## src/rtl/voter_pkg.sv

```systemverilog
// Shared types, constants and the bit-count helper for the N-way voter.
package voter_pkg;

    // Run-time voting mode, sampled together with each accepted sample.
    typedef enum logic {
        VOTE_MAJ = 1'b0,
        VOTE_MIN = 1'b1
    } vote_mode_e;

    // Width of the optional disagreement event counter.
    localparam int ERRCNT_W = 16;

    // Widest channel count the bit-count helper supports.
    localparam int POP_MAX = 64;

    // Number of set bits in a column of channel bits (unused upper bits must be 0).
    function automatic int unsigned popcount_n(input logic [POP_MAX-1:0] bits);
        int unsigned c;
        c = 0;
        for (int i = 0; i < POP_MAX; i++) begin
            c = c + 32'(bits[i]);
        end
        return c;
    endfunction

endpackage

```

## src/rtl/voter_nway_if.sv

```systemverilog
// Handshake bundle for the N-way voter: input sample side, output word side,
// run-time mode and the fault reporting/clear signals.
//
// Handshake contract (both sides): a transfer happens on a rising clock edge
// where valid and ready are both high; valid, once raised, and its data stay
// stable until that transfer; ready may depend combinationally on the
// consumer's ready but never on the producer's valid.
interface voter_nway_if #(
    parameter int N = 3,
    parameter int W = 4
);
    logic           mode;
    logic [N*W-1:0] in_data;
    logic           in_valid;
    logic           in_ready;
    logic [W-1:0]   out_data;
    logic           out_valid;
    logic           out_ready;
    logic           clear_fault;
    logic [N-1:0]   fault;

    // Producer / consumer side of the voter.
    modport master (
        output mode, in_data, in_valid, out_ready, clear_fault,
        input  in_ready, out_data, out_valid, fault
    );

    // The voter itself.
    modport slave (
        input  mode, in_data, in_valid, out_ready, clear_fault,
        output in_ready, out_data, out_valid, fault
    );
endinterface

```

## src/rtl/voter_fault_tracker.sv

```systemverilog
// Per-channel disagreement tracker: counts consecutive accepted samples in
// which the channel disagreed with the majority word and raises a sticky
// fault flag once FAULT_LIMIT such samples have been seen in a row.
module voter_fault_tracker #(
    parameter int FAULT_LIMIT = 4
) (
    input  logic clk,
    input  logic reset,
    input  logic accept,
    input  logic disagree,
    input  logic clear_fault,
    output logic fault
);
    localparam int CW = $clog2(FAULT_LIMIT + 1);

    logic [CW-1:0] count;

    // Saturating run counter and sticky flag; clear beats a same-cycle update.
    always_ff @(posedge clk or posedge reset) begin
        if (reset) begin
            count <= '0;
            fault <= 1'b0;
        end else if (clear_fault) begin
            count <= '0;
            fault <= 1'b0;
        end else if (accept) begin
            if (disagree) begin
                if (count != CW'(FAULT_LIMIT)) begin
                    count <= count + 1'b1;
                end
                // The flag sets on the sample that brings the run to the limit.
                if (count >= CW'(FAULT_LIMIT - 1)) begin
                    fault <= 1'b1;
                end
            end else begin
                count <= '0;
            end
        end
    end
endmodule

```

## src/rtl/voter_nway.sv

```systemverilog
// Registered N-channel bitwise majority/minority voter with a one-deep
// valid/ready output register and per-channel fault trackers.
// Optional build macro VOTER_ERRCNT_EN adds err_count, a saturating count of
// accepted samples in which any channel disagreed with the majority word.
module voter_nway
    import voter_pkg::*;
#(
    parameter int N           = 3,
    parameter int W           = 4,
    parameter int FAULT_LIMIT = 4
) (
    input  logic                clk,
    input  logic                reset,
    voter_nway_if.slave         bus
`ifdef VOTER_ERRCNT_EN
    ,
    output logic [ERRCNT_W-1:0] err_count
`endif
);
    localparam int CNT_W = $clog2(N + 1);

    // Parameter sanity: odd channel count means the vote never ties.
    if (N < 3 || (N % 2) == 0) begin : g_bad_n
        $error("voter_nway: N must be odd and >= 3");
    end
    if (N > POP_MAX) begin : g_big_n
        $error("voter_nway: N exceeds popcount_n capacity");
    end
    if (FAULT_LIMIT < 1) begin : g_bad_limit
        $error("voter_nway: FAULT_LIMIT must be >= 1");
    end

    logic [W-1:0]       maj_word;
    logic [W-1:0]       vote_word;
    logic [N-1:0]       disagree;
    logic [N-1:0]       fault_w;
    logic [POP_MAX-1:0] col;
    logic [CNT_W-1:0]   cnt;
    logic               accept;
    logic               in_ready_w;
    logic [W-1:0]       out_data_q;
    logic               out_valid_q;
    vote_mode_e         mode_w;

    assign mode_w     = vote_mode_e'(bus.mode);
    assign in_ready_w = !out_valid_q || bus.out_ready;
    assign accept     = bus.in_valid && in_ready_w;

    // Per-bit vote: gather column b across channels and compare its count with N/2.
    always_comb begin
        maj_word = '0;
        col      = '0;
        cnt      = '0;
        for (int b = 0; b < W; b++) begin
            col = '0;
            for (int i = 0; i < N; i++) begin
                col[i] = bus.in_data[i*W + b];
            end
            cnt         = CNT_W'(popcount_n(col));
            maj_word[b] = (cnt > CNT_W'(N / 2));
        end
    end

    // Output word follows the selected mode; trackers always use the majority.
    always_comb begin
        vote_word = (mode_w == VOTE_MIN) ? ~maj_word : maj_word;
        disagree  = '0;
        for (int i = 0; i < N; i++) begin
            disagree[i] = (bus.in_data[i*W +: W] != maj_word);
        end
    end

    // One-deep output register: load on accept, drop valid when drained.
    always_ff @(posedge clk or posedge reset) begin
        if (reset) begin
            out_data_q  <= '0;
            out_valid_q <= 1'b0;
        end else if (accept) begin
            out_data_q  <= vote_word;
            out_valid_q <= 1'b1;
        end else if (bus.out_ready) begin
            out_valid_q <= 1'b0;
        end
    end

    for (genvar g = 0; g < N; g++) begin : g_track
        voter_fault_tracker #(
            .FAULT_LIMIT(FAULT_LIMIT)
        ) u_track (
            .clk        (clk),
            .reset      (reset),
            .accept     (accept),
            .disagree   (disagree[g]),
            .clear_fault(bus.clear_fault),
            .fault      (fault_w[g])
        );
    end

`ifdef VOTER_ERRCNT_EN
    // Saturating count of accepted samples with any disagreeing channel.
    always_ff @(posedge clk or posedge reset) begin
        if (reset) begin
            err_count <= '0;
        end else if (bus.clear_fault) begin
            err_count <= '0;
        end else if (accept && (|disagree) && (err_count != {ERRCNT_W{1'b1}})) begin
            err_count <= err_count + 1'b1;
        end
    end
`endif

    assign bus.in_ready  = in_ready_w;
    assign bus.out_data  = out_data_q;
    assign bus.out_valid = out_valid_q;
    assign bus.fault     = fault_w;
endmodule

```

## src/flat_wrapper.sv

```systemverilog
// flat-port wrapper written by rule: the top's interface ports become plain ports
module voter_nway_flat import voter_pkg::*;
#(
    parameter int N           = 3,
    parameter int W           = 4,
    parameter int FAULT_LIMIT = 4
)
  (clk, reset, bus_mode, bus_in_data, bus_in_valid, bus_out_ready, bus_clear_fault, bus_in_ready, bus_out_data, bus_out_valid, bus_fault);
  voter_nway_if #(.N(N), .W(W)) bus_i ();
  input  logic clk;
  input  logic reset;
  input wire logic [$bits(bus_i.mode)-1:0] bus_mode;
  input wire logic [$bits(bus_i.in_data)-1:0] bus_in_data;
  input wire logic [$bits(bus_i.in_valid)-1:0] bus_in_valid;
  input wire logic [$bits(bus_i.out_ready)-1:0] bus_out_ready;
  input wire logic [$bits(bus_i.clear_fault)-1:0] bus_clear_fault;
  output wire logic [$bits(bus_i.in_ready)-1:0] bus_in_ready;
  output wire logic [$bits(bus_i.out_data)-1:0] bus_out_data;
  output wire logic [$bits(bus_i.out_valid)-1:0] bus_out_valid;
  output wire logic [$bits(bus_i.fault)-1:0] bus_fault;
  assign bus_i.mode = bus_mode;
  assign bus_i.in_data = bus_in_data;
  assign bus_i.in_valid = bus_in_valid;
  assign bus_i.out_ready = bus_out_ready;
  assign bus_i.clear_fault = bus_clear_fault;
  assign bus_in_ready = bus_i.in_ready;
  assign bus_out_data = bus_i.out_data;
  assign bus_out_valid = bus_i.out_valid;
  assign bus_fault = bus_i.fault;
  voter_nway #(.N(N), .W(W), .FAULT_LIMIT(FAULT_LIMIT)) u_core (.clk(clk), .reset(reset), .bus(bus_i));
endmodule
```

## config.mk

```make
export PLATFORM = sky130hd
export DESIGN_NAME = voter_nway_flat
export DESIGN_NICKNAME = d
export VERILOG_FILES = /design/src/rtl/voter_pkg.sv /design/src/rtl/voter_nway_if.sv /design/src/rtl/voter_fault_tracker.sv /design/src/rtl/voter_nway.sv /design/src/flat_wrapper.sv
export SDC_FILE = /design/constraint.sdc
export NUM_CORES = 1
export LEC_CHECK = 0
export CORE_MARGIN = 2
export CORE_UTILIZATION = 52
export CTS_BUF_LIST = sky130_fd_sc_hd__clkbuf_4 sky130_fd_sc_hd__clkbuf_8
export CTS_CLUSTER_SIZE = 20
export DETAILED_ROUTE_END_ITERATION = 10
export GPL_ROUTABILITY_DRIVEN = 1
export GPL_TIMING_DRIVEN = 0
export PLACE_DENSITY = 0.82
export SLEW_MARGIN = 30
export SYNTH_ARGS = -nofsm -noshare
export SYNTH_HDL_FRONTEND = slang
export SYNTH_SLANG_ARGS = --single-unit
```

## constraint.sdc

```tcl
create_clock -name clk -period 1.74 [get_ports clk]
set_clock_uncertainty 0.15 [all_clocks]
set_input_delay 0.261 -clock clk [delete_from_list [all_inputs] [get_ports clk]]
set_output_delay 0.261 -clock clk [all_outputs]
set_load 0.02 [all_outputs]
```

# == Word level (Yosys, flattened, before mapping) ==
# Index checks and enable logic that the tools add are counted.
# word_totals
regBits,17
latch_bits,0
mem_bits_rw,0
romBits,0
word_cells,80
mem_count,0
# classes
addsub,11
multipliers,0
div,0
n_lt_le_gt_ge,7
eq_ne,9
shift,0
muxes,27
bitwise,1
reduce_logical,17
# op_table
op,n
3-bit 2-to-1 mux,12
2-bit nonzero test,8
1-bit 2-to-1 mux,14
4-bit inequality test,3
"3-bit by 1-bit adder with 3-bit output, second input constant",3
"3-bit by 2-bit >= comparator with 1-bit output, second input constant",3
"3-bit by 2-bit inequality test with 1-bit output, second input constant",3
"3-bit inequality test, second input constant",3
3-bit AND reduction,3
1-bit by 1-bit adder with 2-bit output,4
2-bit by 1-bit adder with 2-bit output,4
"2-bit by 1-bit > comparator with 1-bit output, second input constant",4
2-bit AND reduction,3
4-bit 2-to-1 mux,1
4-bit inverter,1
1-bit logical AND,1
1-bit logical NOT,1
1-bit logical OR,1

# == Logic depth before layout (Yosys ltp) ==
# logic_depth
depth_word,7
ltp_mapped,6
depth_no_buf,6

# == Hierarchy ==
# Synthesis repeated with hierarchy kept, for this count alone.
# unflattened
hier_cells,129
area_unflattened_um2,1255.0
# modules_own_cells
mod,n_inst,cells_each,area_each_um2
voter_fault_tracker,3,27,249.0
voter_nway,1,48,508.0

# == Worst setup path before layout ==
# OpenSTA, ideal clock, no wires.
# synth_path
kind,input to register
startpoint,in bus_in_data[3]
endpoint,reg u_core.g_track[0].u_track.count[0]
arrival_ps,1502
path_slack_ps,-36
path_stages,6
n_path_buf,0
cell_sequence,ha_1 -> a21oi_2 -> xor2_1 -> a41o_2 -> o21ai_1 -> mux2_2
# synth_between
elab_chain_cells,7
word_cells_on_any_way,9
cone_classes,add/sub: 2; order compare: 1; eq/ne: 2; mux: 3; reduce/logical: 1
# synth_lines
item,line,source
"start, declared",flat_wrapper.sv:13,input wire logic [$bits(bus_i.in_data)-1:0] bus_in_data;
1-bit by 1-bit adder with 2-bit output,voter_pkg.sv:21,c = c + 32'(bits[i]);
2-bit by 1-bit adder with 2-bit output,voter_pkg.sv:21,
2-bit by 1-bit > comparator with 1-bit output,voter_nway.sv:60,maj_word[b] = (cnt > CNT_W'(N / 2));
4-bit inequality test (*),voter_nway.sv:69,disagree[i] = (bus.in_data[i*W +: W] != maj_word);
3-bit 2-to-1 mux,voter_fault_tracker.sv:27,if (disagree) begin
3-bit 2-to-1 mux,voter_fault_tracker.sv:26,end else if (accept) begin
3-bit 2-to-1 mux,voter_fault_tracker.sv:23,end else if (clear_fault) begin
"end signal, assigned",voter_fault_tracker.sv:29,count <= count + 1'b1;
"end, declared",voter_fault_tracker.sv:16,logic [CW-1:0] count;
# Every way passes the cells marked *; elsewhere a longest branch is shown, timed or not. The select of a mux whose other input is x is not followed.
# A chain may end at the register's enable or synchronous reset.

# == Worst setup path after layout ==
# layout_path
startpoint,in bus_in_data[0]
endpoint,reg u_core.g_track[0].u_track.count[2]
# Same word-level chain as after synthesis.

==> flow_metrics.py <==
metrics = {
    "status": {
        "status": "finished clean",
    },
    "power_and_ir_drop": {
        "p_leak_nw": 0.776,
        "switching_power_w": 0.000500,
        "pwr_density_cell_mw_per_mm2": 839,
        "switching_share_pct": 36.2,
        "vdd_drop_max_v": 0.000548,
        "clockPowerShare_pct": 16.7,
        "comb_power_share_pct": 42.9,
        "seqPwrFrac_pct": 40.4,
        "intPower_w": 0.000884,
    },
    "synthesis": {
        "synth_area_leaders": "dfrtp_1, ha_1, xor2_1",
        "syn_inst": 121,
        "synth_seq_cells": 17,
        "synthDominantCellAreaShare_pct": 35.0,
        "synth_cell_types": 35,
        "syn_area_per_cell_um2": 10.1,
        "synth_area_mm2": 0.00122,
        "synth_top_area_cell": "dfrtp_1",
        "synth_nets": 152,
        "ys_seq_area_share_pct": 35.0,
        "yosysWarnings": 0,
    },
    "timing": {
        "worst_slack_ns": 0.0305,
        "max_slew_margin_pct": 55.6,
        "period_needed_ns": 1.71,
        "setup_viol": 0,
        "period_share_pct": 98.2,
        "fin_hold_ws_ns": 0.155,
        "fmax_ghz": 0.585,
        "slew_viol_final": 0,
        "hold_violations": 0,
        "worstMarginPinSlew_ns": 0.666,
    },
    "setup_path": {
        "crit_start": "bus_in_data[0]",
        "slowest_delay_ns": 0.32,
        "cp-start-kind": "input port",
        "crit_chain": "clkdlybuf4s15_1 > ha_4 > a21oi_4 > xor2_1 > a41o_2 > or3_1 > o221ai_1",
        "cp.required_ns": 1.80,
        "reg2regPathDepth": 4,
        "crit_type": "input port to register",
        "r2r-start": "u_core.g_track[2].u_track.count[0]",
        "reg2reg_slack_ns": 0.13,
        "slowest_stage": "ha_4",
        "endpoint_kind": "register",
        "crit-reg2reg-capture": "u_core.g_track[2].u_track.count[2]",
        "arrival_ns": 1.77,
        "endpoint": "u_core.g_track[0].u_track.count[2]",
        "cp_max_fo": 5,
    },
    "finish": {
        "syn_to_final_growth_pct": 35.6,
        "diodes": 0,
        "stdcell_area_mm2": 0.00165,
        "nets": 188,
        "drive_above_1_share_pct": 28.2,
    },
    "clocking": {
        "cts_buffers": 3,
        "clk_pin_slew_ns": 0.09,
        "ctsHoldBuffers": 0,
        "cts_tree": "done",
        "clock_tree.buffer_depth": 2,
        "cts.sinks": 17,
        "clock_latency_ns": 0.30,
        "cts_max_level": 1,
        "cts_root_buffer": "clkbuf_4",
    },
    "drt": {
        "met1_length_um": 1110,
        "remaining_drc_errors": 0,
        "vias": 1019,
        "dr.pass1.iters": 4,
        "wl_met3_um": 109,
        "wl_um": 2730,
        "routed_via_density": 5.54,
        "initialDrtViolationCount": 11,
        "antenna_left": 0,
        "wl_per_cell_um": 14.8,
        "top_layer_used": "met4",
        "wl_met2_um": 1420,
    },
    "global_route": {
        "grt_pass1_vias": 990,
        "grt_max_degree": 18,
        "grt_pass1_wl_um": 4150,
        "grt-ovfl-total": 0,
        "grt_usage_pct": 21.2,
        "antenna_found_initial": 0,
    },
    "floorplan": {
        "pin_count": 27,
        "die_x_um": 52.4,
        "core_region_area_mm2": 0.00221,
        "initial_core_util_pct": 55.0,
        "rows": 17,
        "die-area_mm2": 0.00274,
        "fp.dieH_um": 52.4,
    },
    "placed_design": {
        "pre_cts_slack_ns": -0.650,
        "port_buffers": 25,
        "dp_hpwl_um": 2030,
        "place_area_mm2": 0.00155,
        "gp_congestion": 0.847,
    },
    "job": {
        "cap_violations": 0,
    },
    "worst_hold_path": {
        "hold_path_class": "input port to register",
    },
}
==> placed cells by master, fill, tap and decap left out, types with 4 or more instances in the layout <==
cell | synthesis | routed
dlygate4sd2_1 | 0 | 6
xor2_1 | 12 | 11
ha_4 | 0 | 4
inv_1 | 14 | 14
clkdlybuf4s50_1 | 0 | 8
dfrtp_1 | 17 | 17
nand2_1 | 9 | 9
o21ai_0 | 4 | 4
buf_4 | 3 | 9
clkbuf_2 | 1 | 7
ha_1 | 13 | 9
clkbuf_4 | 0 | 4
a21oi_4 | 0 | 4
nor3b_2 | 2 | 4
==> power by group through the flow <==
stage	Combinational [W]	Clock [W]	Sequential (W)
final	0.000594	0.000231	0.000559
after global routing	0.000658	0.000253	0.000570
after CTS	0.000576	0.000237	0.000559
after detailed placement	0.000569	0	0.000567
after global placement	0.000541	0	0.000561
after floorplan	0.000361	0	0.000573
==> through the flow <==
| step | std cells | TNS, ns | utilization, % | power [W] |
|---|---|---|---|---|
| 6_report | 184 | 0 | 74.5 | 0.00138 |
| 5_1_grt | 184 | -0.00796 | 74.5 | 0.00148 |
| 4_1_cts | 179 | -0.0432 | 72.8 | 0.00137 |
| 3_5_place_dp | 174 | -6.95 | 70.1 | 0.00114 |
| 3_3_place_gp | 174 | -6.30 | 70.1 | 0.00110 |
| 2_1_floorplan | 121 | 0 | - | 0.000934 |
==> cells by family after synthesis <==
group / after synthesis / synth area share (%)
DFF: 17 / 35.0
xor gates and xnor gates: 12 / 8.64
muxes: 3 / 2.98
adders and majority gates: 13 / 13.4
and+or+nand+nor: 26 / 13.1
buffers and inverters: 19 / 6.89
AOI/OAI and AO/OA: 31 / 20.1
==> metal layers <==
| metal | global-route usage [%] | up-vias |
|---|---|---|
| li1 | - | 496 |
| met2 | 39.4 | 36 |
| met5 | 0 | - |
| met4 | 12.8 | 0 |
| met3 | 2.29 | 8 |
| met1 | 22.5 | 479 |
==> critical path: cells and delay by family <==
kind                       cells  cell delay, ns
and+or+nand+nor                1            0.32
AOI/OAI and AO/OA              3            0.45
adders and majority gates      1            0.32
xor gates and xnor gates       1            0.16
buffers and inverters          1            0.24
==> repair_timing <==
item,4_1_cts,5_1_grt
endpoints found under the setup margin,16,10
gates cloned,0,0
resized for setup,22,18
buffers inserted,1,5
pin swaps,3,8
hold endpoints to repair,0,0
==> final cells by class <==
type	count	area (um2)
Inverter	14	52.6
Fill cell	166	563
Timing Repair Buffer	31	267
Tap cell	28	35.0
Clock buffer	4	30.0
Buffer	5	31.3
Multi-Input combinational cell	85	808
Sequential cell	17	425
==> worst min-delay path by stage <==
stage / startpoint / to / slack (ns) / cells after the start
after detailed placement: u_core.bus.out_data[3] / u_core.bus.out_data[3] / 0.32 / 2
after CTS: bus_clear_fault / u_core.g_track[0].u_track.fault / 0.16 / 2
final: bus_clear_fault / u_core.g_track[0].u_track.fault / 0.16 / 2
after global routing: bus_clear_fault / u_core.g_track[0].u_track.fault / 0.16 / 2
after global placement: u_core.bus.out_data[1] / u_core.bus.out_data[1] / 0.31 / 2
after floorplan: reset / u_core.bus.out_data[0] / 0.04 / 1
==> sequential cells by signal, summed over array words and instances (netlist names) <==
| name | flops |
|---|---|
| u_core.bus.out_valid | 1 |
| u_core.g_track.u_track.count | 9 |
| u_core.g_track.u_track.fault | 3 |
| u_core.bus.out_data | 4 |
==> synthesized netlist by cell type (all sizes together) <==
cell,number
dfrtp,17
inv,14
ha,13
xor2,12
nand2,9
a21oi,7
o21ai,7
nor3b,4
a211oi,3
buf,3
nor2,3
nor2b,3
o221ai,3
o32ai,3
or3,3
a22o,2
a41o,2
clkbuf,2
mux2,2
nand2b,2
a2111oi,1
a21o,1
a31o,1
mux2i,1
nor3,1
o22ai,1
or2b,1
Power figures use the tool's default switching activity.
